`config.mk`:
```
export PLATFORM = sky130hd
export DESIGN_NAME = hw_imp_arbiter
export DESIGN_NICKNAME = d
export VERILOG_FILES = /design/src/rtl/hw_imp_arb_pkg.sv /design/src/rtl/arb_lock_timer.sv /design/src/rtl/hw_imp_arbiter.sv
export SDC_FILE = /design/constraint.sdc
export NUM_CORES = 1
export LEC_CHECK = 0
export BUFFER_PORTS_ARGS = -buffer_cell sky130_fd_sc_hd__clkbuf_2
export CAP_MARGIN = 25
export CORE_AREA = 4 4 79 81
export CTS_CLUSTER_DIAMETER = 200
export CTS_CLUSTER_SIZE = 12
export DETAILED_ROUTE_END_ITERATION = 10
export DIE_AREA = 0 0 83 85
export MAX_ROUTING_LAYER = met4
export PLACE_DENSITY = 0.76
export SLEW_MARGIN = 20
export SYNTH_ARGS = -nofsm -noshare
export SYNTH_HDL_FRONTEND = slang
export SYNTH_HIERARCHICAL = 1
export SYNTH_SLANG_ARGS = --single-unit
```
`constraint.sdc`:
```
create_clock -name clk -period 3 [get_ports clk]
set_clock_uncertainty 0.05 [all_clocks]
set_input_delay 0.6 -clock clk [delete_from_list [all_inputs] [get_ports clk]]
set_output_delay 0.6 -clock clk [all_outputs]
set_load 0.02 [all_outputs]
```
`src/rtl/hw_imp_arb_pkg.sv`:
```
// Shared types and default widths for the two-master hw_imp arbiter.
package hw_imp_arb_pkg;

  // Default bus widths: hw_imp has 32-bit data and a 1-bit word address.
  localparam int ARB_DATA_W = 32;
  localparam int ARB_ADDR_W = 1;

  // Arbiter FSM encoding; also exported on the debug state output.
  typedef enum logic [1:0] {
    IDLE = 2'd0,
    GNT0 = 2'd1,
    GNT1 = 2'd2
  } arb_state_t;

endpackage

```
`src/rtl/arb_lock_timer.sv`:
```
// Lock watchdog counter: clears on request, otherwise counts up and
// saturates at LOCK_TIMEOUT-1, where it reports expiry.
module arb_lock_timer #(
  parameter int LOCK_TIMEOUT = 256
) (
  input  logic clk,
  input  logic reset,
  input  logic clear,
  output logic expire
);

  // LOCK_TIMEOUT is at least 2, so the counter is at least one bit wide.
  localparam int CNT_W = $clog2(LOCK_TIMEOUT);
  localparam logic [CNT_W-1:0] CNT_MAX = CNT_W'(LOCK_TIMEOUT - 1);

  logic [CNT_W-1:0] cnt_q;

  // Idle-cycle counter: clear wins, then count up, holding at the limit.
  always_ff @(posedge clk) begin
    if (reset || clear) begin
      cnt_q <= '0;
    end else if (cnt_q != CNT_MAX) begin
      cnt_q <= cnt_q + CNT_W'(1);
    end
  end

  assign expire = (cnt_q == CNT_MAX);

endmodule

```
`src/rtl/hw_imp_arbiter.sv`:
```
// Two-master Avalon-MM arbiter in front of the single hw_imp slave.
// Round-robin grant with an optional per-master lock and a lock watchdog.
//
// Handshake: a master's transfer completes in the cycle where it asserts
// read or write while holding the grant and its waitrequest is low. The
// granted master sees the slave's waitrequest directly; the other master
// (and both masters while IDLE) sees waitrequest=1. Requests are not
// buffered, so masters must keep address/data/control stable while stalled.
module hw_imp_arbiter
  import hw_imp_arb_pkg::*;
#(
  parameter int DATA_W       = ARB_DATA_W,
  parameter int ADDR_W       = ARB_ADDR_W,
  parameter int LOCK_TIMEOUT = 256
) (
  input  logic              clk,
  input  logic              reset,
  // master 0
  input  logic [ADDR_W-1:0] m0_address,
  input  logic              m0_write,
  input  logic [DATA_W-1:0] m0_writedata,
  input  logic              m0_read,
  input  logic              m0_lock,
  output logic [DATA_W-1:0] m0_readdata,
  output logic              m0_waitrequest,
  // master 1
  input  logic [ADDR_W-1:0] m1_address,
  input  logic              m1_write,
  input  logic [DATA_W-1:0] m1_writedata,
  input  logic              m1_read,
  input  logic              m1_lock,
  output logic [DATA_W-1:0] m1_readdata,
  output logic              m1_waitrequest,
  // hw_imp slave
  output logic [ADDR_W-1:0] s_address,
  output logic              s_write,
  output logic [DATA_W-1:0] s_writedata,
  output logic              s_read,
  input  logic [DATA_W-1:0] s_readdata,
  input  logic              s_waitrequest,
  // status
  output logic              timeout_flag,
  output arb_state_t        state_dbg
);

  arb_state_t state_q, state_d;
  // last_q names the master granted most recently (0 or 1); the other one
  // wins the next tie.
  logic last_q, last_d;
  logic flag_set;

  logic req0, req1;
  logic sel_lock, sel_active, sel_req, sel_xfer;
  logic wd_clear, wd_expire_raw, wd_expire;
  logic release_grant;

  // A held lock counts as a request so a locked master keeps its claim
  // between transfers.
  assign req0 = m0_write | m0_read | m0_lock;
  assign req1 = m1_write | m1_read | m1_lock;

  // Select the controls of whichever master holds the grant (zero in IDLE).
  always_comb begin
    sel_lock   = 1'b0;
    sel_active = 1'b0;
    sel_req    = 1'b0;
    case (state_q)
      GNT0: begin
        sel_lock   = m0_lock;
        sel_active = m0_write | m0_read;
        sel_req    = req0;
      end
      GNT1: begin
        sel_lock   = m1_lock;
        sel_active = m1_write | m1_read;
        sel_req    = req1;
      end
      default: ;
    endcase
  end

  assign sel_xfer = sel_active & ~s_waitrequest;

  // Held at zero in IDLE so every grant starts with a fresh count; any
  // read/write (even a stalled one) counts as activity.
  assign wd_clear = (state_q == IDLE) | sel_active;

  arb_lock_timer #(
    .LOCK_TIMEOUT(LOCK_TIMEOUT)
  ) u_lock_timer (
    .clk    (clk),
    .reset  (reset),
    .clear  (wd_clear),
    .expire (wd_expire_raw)
  );

  // Forced release applies only to a locked grant sitting idle.
  assign wd_expire = wd_expire_raw & sel_lock & ~sel_active & (state_q != IDLE);

  // Grant ends after an unlocked transfer, on withdrawal, or on watchdog.
  assign release_grant = (sel_xfer & ~sel_lock) | ~sel_req | wd_expire;

  // Next-state, round-robin pointer and slave/master muxing.
  always_comb begin
    state_d        = state_q;
    last_d         = last_q;
    flag_set       = 1'b0;
    s_address      = '0;
    s_write        = 1'b0;
    s_writedata    = '0;
    s_read         = 1'b0;
    m0_waitrequest = 1'b1;
    m1_waitrequest = 1'b1;
    case (state_q)
      IDLE: begin
        // On a tie, grant the master that was not granted last.
        if (req0 && (!req1 || last_q)) begin
          state_d = GNT0;
        end else if (req1) begin
          state_d = GNT1;
        end
      end
      GNT0: begin
        s_address      = m0_address;
        s_write        = m0_write;
        s_writedata    = m0_writedata;
        s_read         = m0_read;
        m0_waitrequest = s_waitrequest;
        if (release_grant) begin
          state_d  = IDLE;
          last_d   = 1'b0;
          flag_set = wd_expire;
        end
      end
      GNT1: begin
        s_address      = m1_address;
        s_write        = m1_write;
        s_writedata    = m1_writedata;
        s_read         = m1_read;
        m1_waitrequest = s_waitrequest;
        if (release_grant) begin
          state_d  = IDLE;
          last_d   = 1'b1;
          flag_set = wd_expire;
        end
      end
      default: begin
        state_d = IDLE;
      end
    endcase
  end

  // State and round-robin pointer; m0 wins the first tie after reset.
  always_ff @(posedge clk) begin
    if (reset) begin
      state_q <= IDLE;
      last_q  <= 1'b1;
    end else begin
      state_q <= state_d;
      last_q  <= last_d;
    end
  end

  // Sticky watchdog-release indicator, cleared only by reset.
  always_ff @(posedge clk) begin
    if (reset) begin
      timeout_flag <= 1'b0;
    end else if (flag_set) begin
      timeout_flag <= 1'b1;
    end
  end

  // Read data is broadcast; each master qualifies it with its own handshake.
  assign m0_readdata = s_readdata;
  assign m1_readdata = s_readdata;
  assign state_dbg   = state_q;

endmodule

```
### After elaboration in Yosys (flattened, before gate mapping)

Cells that the tools add are included.
Widths: inputs -> output; s select.

* add/subtract/negate cells: 1
* equality and inequality tests: 8
* muxes and demuxes: 18
* bitwise gates (word level): 16
* reduce and logical (&&, ||, !) cells: 10

Operators with widths (count)
* $pmux 32 s2: 1
* $pmux 1 s2: 7
* $add 8x1->8 const B: 1
* $eq 8x8->1 const B: 1
* $ne 8x8->1 const B: 1
* $or 1x1->1: 7
* $mux 1: 6
* $mux 2: 3
* $and 1x1->1: 5
* $ne 2x2->1 const B: 2
* $not 1->1: 4
* $pmux 2 s2: 1
* $reduce_bool 2->1: 2
* $ne 3x2->1 const B: 1
* $reduce_and 3->1: 1
* $eq 2x1->1 const B: 1
* $eq 2x2->1 const B: 1
* $logic_not 2->1: 1
* $logic_or 1x1->1: 2
* $ne 2x1->1 const B: 1
* $reduce_and 2->1: 1
* $reduce_or 2->1: 1
* $logic_and 1x1->1: 1
* $logic_not 1->1: 1

* register bits after elaboration: 12
* input port bits: 107
* output and inout port bits: 104
* logic and storage cells: 57

### Longest topological paths before layout

Gate-level depths: netlist of the first run.

* depth in word-level cells: 8
* depth in mapped cells: 9
* mapped depth without buffers: 9

### Hierarchy

Netlist of the first run, hierarchy kept.

By module, submodules not included
* hw_imp_arbiter: times used 1, cells an instance 194, area each 1286.2 um^2, sequential area each 80.1 um^2
* arb_lock_timer: times used 1, cells an instance 43, area each 389.1 um^2, sequential area each 160.2 um^2

### Worst setup path before layout of the first run

OpenSTA, ideal clock, no wires.

* path type: reg2out
* start point: register state_q[1], in the netlist state_dbg[1]
* end point: output s_writedata[1]
* arrival: 1.736 ns
* required time: 2.350 ns
* path slack: 0.614 ns
* stages on the path, launching flop included: 6
* path buffers: 2
* cell sequence: dfxtp_1 > ha_1 > clkbuf_1 > buf_1 > a22oi_1 > nor2_1

* longest elaborated chain between the ends: 2
* elaborated cells on any way between the ends: 3
* those cells by class: 2 x eq/ne; 1 x mux

Ends and longest elaborated chain
* from (decl): RTL line hw_imp_arbiter.sv:46 `arb_state_t state_q, state_d;`
* from (signal assigned): RTL line hw_imp_arbiter.sv:159 `state_q <= state_d;`
* $eq 2x2->1 or $eq 2x1->1 (tied branches): RTL line hw_imp_arbiter.sv:114 `case (state_q)`
* $pmux 32 s2 (*): RTL line hw_imp_arbiter.sv:114
* to (decl): RTL line hw_imp_arbiter.sv:37 `output logic [DATA_W-1:0] s_writedata,`

Every way passes the cells marked *; elsewhere a longest branch is shown, timed or not.

### Worst setup path in the final report of the first run

* start point: register state_q[0], in the netlist state_dbg[0]
* end point: output s_address

* longest elaborated chain between the ends: 2
* elaborated cells on any way between the ends: 3
* those cells by class: 2 x eq/ne; 1 x mux

Ends and longest elaborated chain
* $eq 2x2->1 or $eq 2x1->1 (tied branches): RTL line hw_imp_arbiter.sv:114
* $pmux 1 s2 (*): RTL line hw_imp_arbiter.sv:114
* to (decl): RTL line hw_imp_arbiter.sv:35 `output logic [ADDR_W-1:0] s_address,`

Marked as above.

==> results of run 1 <==
power by group through the flow:
stage	logic [mW]	clock network (mW)	registers, mW
6_report	1.02	0.173	0.209
5_1_grt	1.11	0.192	0.212
4_1_cts	1.02	0.180	0.209
3_5_place_dp	1.01	0	0.212
3_3_place_gp	0.993	0	0.210
2_1_floorplan	0.804	0	0.220
layout by cell type (no fill, tap or decap), drive strengths merged:
cell and n:
nor2 41, inv 5, nor3 4, ha 5, or3 2, o311ai 2, o211ai 1, a211oi 1
a21oi 5, nor3b 1, nand4 4, nand3 7, a21boi 1, buf 4, a31oi 4, o21ai 6
nand2 3, a22o 2, and4 2, and3 3, clkbuf 118, o2111ai 1, a22oi 35, o311a 1
nand4b 1, or4 1, a211o 1, and4b 1, a21o 1, dfxtp 12, nor2b 2, or2 1
a311oi 1, nand2b 2
cell type report:
type                            count  share of cell area, %
Clock buffer                        4                  2.929
Inverter                            5                 0.9987
Multi-Input combinational cell    142                  46.54
Sequential cell                    12                  12.78
Tap cell                           72                  4.794
Timing Repair Buffer              118                  31.96
flip-flops by register name, summed over array words and instances (netlist names):
name and cells:
u_lock_timer/cnt_q 8, state_dbg 2, last_q 1, timeout_flag 1
final timing paths:
path | startpoint | end | slack, ps | cells past startpoint
max reg2reg | state_dbg[1]$_SDFFE_PP0P_ | last_q$_SDFFE_PP1P_ | 670 | 8
min reg2reg | u_lock_timer/cnt_q[1]$_SDFFE_PP0P_ | u_lock_timer/cnt_q[1]$_SDFFE_PP0P_ | 440 | 2
min | u_lock_timer/cnt_q[1]$_SDFFE_PP0P_ | u_lock_timer/cnt_q[1]$_SDFFE_PP0P_ | 440 | 2
max | state_dbg[0]$_SDFFE_PP0P_ | s_address | 350 | 6
worst register-to-register path, cell delays in order, from the launching register on:
cell and delay, ps:
dfxtp_1 340, inv_1 120, ha_1 250, buf_4 350, a22o_1 250, a211o_1 160, nand3_1 100, or4_1 480
o311a_1 120
metrics by stage:
stage | total power [mW] | hold slack [ps] | area (um^2) | worst slack (ps) | instances
after detailed placement | 1.225 | 435.4 | 1824 | 597.6 | 349
after global routing | 1.515 | 462.9 | 1879 | 175.5 | 353
after global placement | 1.203 | 422.7 | 1824 | 697.7 | 349
final | 1.399 | 440.9 | 1879 | 350.2 | 353
after floorplan | 1.024 | 406.1 | 1675 | 614.3 | 237
after CTS | 1.408 | 443.2 | 1879 | 324.6 | 353
routing by layer:
layer  GRT usage [%]  wire length [um]
met1           18.94              2346
met2           24.71              2686
met3           6.796               780
met4           3.566                49
met5               -                 0
logic make-up after synthesis:
kind of cell	count (synthesis)	share of synthesized area [%]
AND/OR/NAND/NOR	75	21.96
flip-flops	12	14.34
AO/OA/AOI/OAI	62	26.51
buffers and inverters	83	33.46
adder cells (fa/ha/maj)	5	3.734
==> results.md, run 1 <==
- Crit path capture type: primary output
- Final hold vios: 0
- Layout Nets: a little under 400
- Core area: 5473 um^2
- Post-route ant nets: 0
- Multi-input gate area: 874.6 um^2
- Number of CTS-inserted buffers: 3
- Synth Area per Inst: 7.069 um^2
- Clock power frac: about 12%
- Die H: about 85 um
- CTS tree: built
- Ant. Diodes: 0
- Remaining DRCs: 0
- Chip width: a little over 80 um
- Worst hold path type: reg -> reg
- Starting Density: 30.61%
- Critical-path cell list: inv_1 > ha_1 > buf_4 > a22oi_1 > nor2_1 > clkbuf_2
- Clock-pin slew on the worst setup and hold paths: 50 ps
- Power density cells: 744.7 nW/um^2
- Number of synthesized flops with an enable pin: 0
- Gr usage total: around 16%
- Pre-antenna DRT Iters: 4
- Post-synthesis cell count: 237
- Cell taking the most area after synthesis: buf_4
- Port Buffers: about 110
- Crit-path slowest cell: ha_1
- Worst slew pin tran: 571.4 ps
- Largest stage delay on the critical path: ~530 ps
- Mapped Area: between 1500 and 2000 um^2
- Sequential area share after synthesis: roughly 14%
- Die area: 7055 um^2
- Max VDD drop: 0.2947 mV
- Vias per cell: 5.224
- Sequential share of power: between 10% and 20%
- F_max: 377.4 MHz
- Commonest cells in the netlist: buf_4 (66), nor2_1 (41), a22oi_1 (35), dfxtp_1 (12), nand3_1 (7)
- Layout cells sized above 1: 45.20%
- Yosys warns: 6
- Internal power: 0.6439 mW
- Total congestion overflow: 0
- Largest net degree at the start of global routing: 35
- Resize count post-CTS: 0
- Final min period: 2650 ps
- Final Util: 34.34%
- Prevailing post-synth register cell: dfxtp_1
- Leakage: 0.9040 nW
- Final GP Congestion: 0.9246
- Crit Path Class: reg -> out
- Top-count cell post-synth: buf_4
- Synthesized flop and latch total: 12
- Status: completed
- WP data arrival: 2000 ps
- CP max FO: 20
- Iteration-0 DRC Markers: 80
- Syn_nets: 349
- Worst-Skew Late Latency: about 240 ps
- Depth of the CTS H-tree: 1
- Post-synth top area share: 29.57%
- Comb pwr share: 72.7%
- Max-Slew Margin vs Limit: 61.91%
- Vias in the first global route: between 1500 and 2000
- CTS Buffer Depth: 2
- Async SR Flop Fraction: 0%
- Critical Path RT: 2350 ps
- I/O pins: 211
- Final setup viols: 0
- Fill cells: 606
- Startpoint Class: register
- Drt total wl: 5863 um
- RSZ-0062 raised after global routing: no
- Largest delay share family, worst path: buffers and inverters
- Switching part of the total power: 53.99%
- Post-CTS setup buffers: 0
- Hpwl dp: 4907 um
- Sw Pwr: roughly 0.76 mW
- Initial antenna violation count: 0
- FP Rows: 27
- Root buffer cell: clkbuf_8
- WL per Instance: 16.61 um
- Top cells by area, synth: buf_4 (30%), a22oi_1 (16%), dfxtp_1 (14%)
- Fin crit share: 88.33%
- Final slew viol count: 0
- Hold buffers post-CTS: 0
- Worst Path Buf+Inv: 3
- Via count: ~1800
- Synthesis-to-layout area growth: 12.17%
- Sink Count: 12
- Max Cap Viol: 0
- Setup TNS: 0 ps
- First-pass GRT wire length: 9094 um
- Register area: 240.2 um^2
- Distinct cells, synth: 41
Note: power is estimated with default switching activity, not from simulation.
==> run 2, diff against run 1 <==
--- a/config.mk
+++ b/config.mk
@@ -5,6 +5,7 @@
 export SDC_FILE = /design/constraint.sdc
 export NUM_CORES = 1
 export LEC_CHECK = 0
+export ABC_AREA = 1
 export BUFFER_PORTS_ARGS = -buffer_cell sky130_fd_sc_hd__clkbuf_2
 export CAP_MARGIN = 25
 export CORE_AREA = 4 4 79 81
@@ -13,7 +14,7 @@
 export DETAILED_ROUTE_END_ITERATION = 10
 export DIE_AREA = 0 0 83 85
 export MAX_ROUTING_LAYER = met4
-export PLACE_DENSITY = 0.76
+export PLACE_DENSITY = 0.78
 export SLEW_MARGIN = 20
 export SYNTH_ARGS = -nofsm -noshare
 export SYNTH_HDL_FRONTEND = slang
==> run 2 against run 1 <==
Clock power is 7% higher; sequential share of layout area down 0.51 points; via count rose by 4.1%; largest cell class unchanged; critical endpoint is now s_writedata[21]; worst hold slack lost 31 ps; global-route usage is 0.57 points lower; non-clock buffer count fell by 1; total power down 29%; critical path type unchanged; utilization is 1.4 points higher; sequential power down 9%; final area is 4.1% higher; die area did not move.
==> results.md, run 2 <==
- Status: completed (unchanged)
- Fin crit share: 91.24% (was 88.33%)
- WL per Instance: 13.67 um (was 16.61 um)
- Core area: 5473 um^2 (unchanged)
- Pre-CTS WS: 518.2 ps (was 597.6 ps)
- Max-Slew Margin vs Limit: 69.43% (was 61.91%)
- Final setup viols: 0 (unchanged)
- WP data arrival: 2090 ps (was 2000 ps)
- Final GP Congestion: 0.9044 (was 0.9246)
- Syn_nets: 415 (was 349)
- Synth Area per Inst: 5.727 um^2 (was 7.069 um^2)
- Commonest cells in the netlist: nand2_1 (104), buf_4 (64), a21oi_1 (43), nor2_1 (22), inv_1 (17) (was buf_4 (66), nor2_1 (41), a22oi_1 (35), dfxtp_1 (12), nand3_1 (7))
- Post-synth top area share: 27.69% (was 29.57%)
- Port Buffers: 114 (unchanged)
- R2R setup slack: 890 ps (was 670 ps)
- Fill cells: 602 (was 606)
- Crit Path Class: reg -> out (unchanged)
- Worst hold path type: reg -> reg (unchanged)
- Placed Area: 1902 um^2 (was 1824 um^2)
- CP max FO: 10 (was 20)
- Via count: 1919 (was 1844)
- Sequential area share after synthesis: 13.84% (was 14.34%)
- Worst-Skew Late Latency: 250 ps (was 240 ps)
- Clock-pin slew on the worst setup and hold paths: 60 ps (was 50 ps)
- Max VDD drop: 0.3297 mV (was 0.2947 mV)
- Mapped Area: 1735 um^2 (was 1675 um^2)
- Number of CTS-inserted buffers: 3 (unchanged)
- Sequential share of power: 19.3% (was 14.9%)
- Comb pwr share: 62.1% (was 72.7%)
- Max FFs per register: 8 (unchanged)
- Switching part of the total power: 50.34% (was 53.99%)
- First-pass GRT wire length: 8687 um (was 9094 um)
- F_max: 365.3 MHz (was 377.4 MHz)
- Ant. Diodes: 0 (unchanged)
- Vias per cell: 4.558 (was 5.224)
- Async SR Flop Fraction: 0% (unchanged)
- Adder-cell share of the synthesized area: 3.605% (was 3.734%)
- Reg with most FFs: u_lock_timer/cnt_q (unchanged)
- Synthesis-to-layout area growth: 12.76% (was 12.17%)
- Fin area: 1957 um^2 (was 1879 um^2)
- Leakage: 0.9838 nW (was 0.9040 nW)
- Post-CTS setup buffers: 0 (unchanged)
- Hold Path Origin: last_q$_SDFFE_PP1P_ (was u_lock_timer/cnt_q[1]$_SDFFE_PP0P_)
- Total power: 0.9932 mW (was 1.399 mW)
- Hpwl dp: 4701 um (was 4907 um)
- Commonest non-fill, non-tap cells in the layout: clkbuf_2 (114), nand2_1 (104), a21oi_1 (43) (was clkbuf_2 (114), nor2_1 (41), a22oi_1 (35))
- Gr usage total: 15.27% (was 15.84%)
- Crit path capture type: primary output (unchanged)
- Iteration-0 DRC Markers: 39 (was 80)
- I/O pins: 211 (unchanged)
- Final min period: 2737 ps (was 2650 ps)
- Post-synthesis cell count: 303 (was 237)
- Synth Area in XOR/XNOR: 0% (unchanged)
- Worst slew pin tran: 456.8 ps (was 571.4 ps)
- Clock power frac: 18.6% (was 12.4%)
- Top cells by area, synth: buf_4 (28%), nand2_1 (22%), dfxtp_1 (14%) (was buf_4 (30%), a22oi_1 (16%), dfxtp_1 (14%))
- Hold buffers post-CTS: 0 (unchanged)
- Root buffer cell: clkbuf_8 (unchanged)
- Final hold vios: 0 (unchanged)
- Die area: 7055 um^2 (unchanged)
- Distinct cells, synth: 19 (was 41)
- RSZ-0062 raised after global routing: no (unchanged)
- Pre-antenna DRT Iters: 6 (was 4)
- Total congestion overflow: 0 (unchanged)
- Depth of the CTS H-tree: 1 (unchanged)
- Compound-Gate Fraction of Synth Area: 14.92% (was 26.51%)
- Dpl cells: 417 (was 349)
- Layout cells sized above 1: 36.96% (was 45.20%)
- Largest family of logic cells by synthesized area: buffers and inverters (unchanged)
- Largest net degree at the start of global routing: 42 (was 35)
- Power density cells: 507.5 nW/um^2 (was 744.7 nW/um^2)
- CTS tree: built (unchanged)
- Final Util: 35.76% (was 34.34%)
- CTS Buffer Depth: 2 (unchanged)
- Chip width: 83 um (unchanged)
- Critical Path RT: 2350 ps (about the same)
- Remaining DRCs: 0 (unchanged)
- Top-count cell post-synth: nand2_1 (was buf_4)
- Layout Nets: 462 (was 394)
- FP Rows: 27 (unchanged)
- Starting Density: 31.71% (was 30.61%)
- Sw Pwr: 0.5000 mW (was 0.7555 mW)
- Synthesized flop and latch total: 12 (unchanged)
- Setup TNS: 0 ps (unchanged)
- Prevailing post-synth register cell: dfxtp_1 (unchanged)
- Simple-gate share of the synthesized area: 32.95% (was 21.96%)
- Mux cell area share after synthesis: 0% (unchanged)
- Post-Layout Cell Count: 421 (was 353)
- Drt total wl: 5756 um (was 5863 um)
- Vias in the first global route: 1786 (was 1744)
- Initial antenna violation count: 0 (unchanged)
- Most common cell after layout, fill and taps aside: clkbuf_2 (unchanged)
- Max Cap Viol: 0 (unchanged)
- Die H: 85 um (unchanged)
- Post-route ant nets: 0 (unchanged)
- Cell taking the most area after synthesis: buf_4 (unchanged)
- Worst Setup SP: state_dbg[0]$_SDFFE_PP0P_ (unchanged)
- Number of synthesized flops with an enable pin: 0 (unchanged)
- Hold WS: 409.8 ps (was 440.9 ps)
- Startpoint Class: register (unchanged)
- Final slew viol count: 0 (unchanged)
- Resize count post-CTS: 0 (unchanged)
- Internal power: 0.4932 mW (was 0.6439 mW)
- Yosys warns: 6 (unchanged)
- Sink Count: 12 (unchanged)
- RR Startpoint: state_dbg[0]$_SDFFE_PP0P_ (was state_dbg[1]$_SDFFE_PP0P_)
- Worst Slack Setup Final: 262.7 ps (was 350.2 ps)
[run 2: power groups by stage]
stage	logic, mW	registers [mW]	clock network (mW)
CTS	0.628	0.191	0.186
floorplan	0.517	0.198	0
finish	0.617	0.191	0.185
global placement	0.618	0.192	0
global route	0.685	0.194	0.196
detailed placement	0.625	0.194	0
[run 2: metal layers]
layer	GRT usage, %	up-vias	wire length, um
li1	-	974	-
met1	15.76	801	2183
met2	27.19	129	2883
met3	5.631	15	585
met4	4.458	0	103
met5	-	-	0
[run 2: path summary, 6_finish.rpt]
| check | endpoint | cells after the start |
|---|---|---|
| min | last_q$_SDFFE_PP1P_ | 2 |
| max reg2reg | u_lock_timer/cnt_q[2]$_SDFFE_PP0P_ | 12 |
| max | s_writedata[21] | 5 |
| min reg2reg | last_q$_SDFFE_PP1P_ | 2 |
[run 2: cell families (layout without fill, tap and decap cells)]
logic type | after synthesis | after routing
DFF | 12 | 12
buffers and inverters | 94 | 140
adders and majority gates | 5 | 5
and+or+nand+nor | 141 | 141
AOI/OAI and AO/OA | 51 | 51
[run 2: layout make-up]
type                    instances  area (um^2)  area share, %
multi-input cells             197        893.4          45.65
flip-flops and latches         12        240.2          12.28
inverters                      19        72.57          3.708
well taps                      72        90.09          4.604
clock buffers                   4        55.05          2.813
repair buffers                117        605.6          30.95
[run 2: worst max-delay path: stages (launching register included)]
cell	delay (ps)
dfxtp_1	400
inv_1	90
ha_1	360
clkinv_1	320
a21oi_1	420
clkbuf_2	240
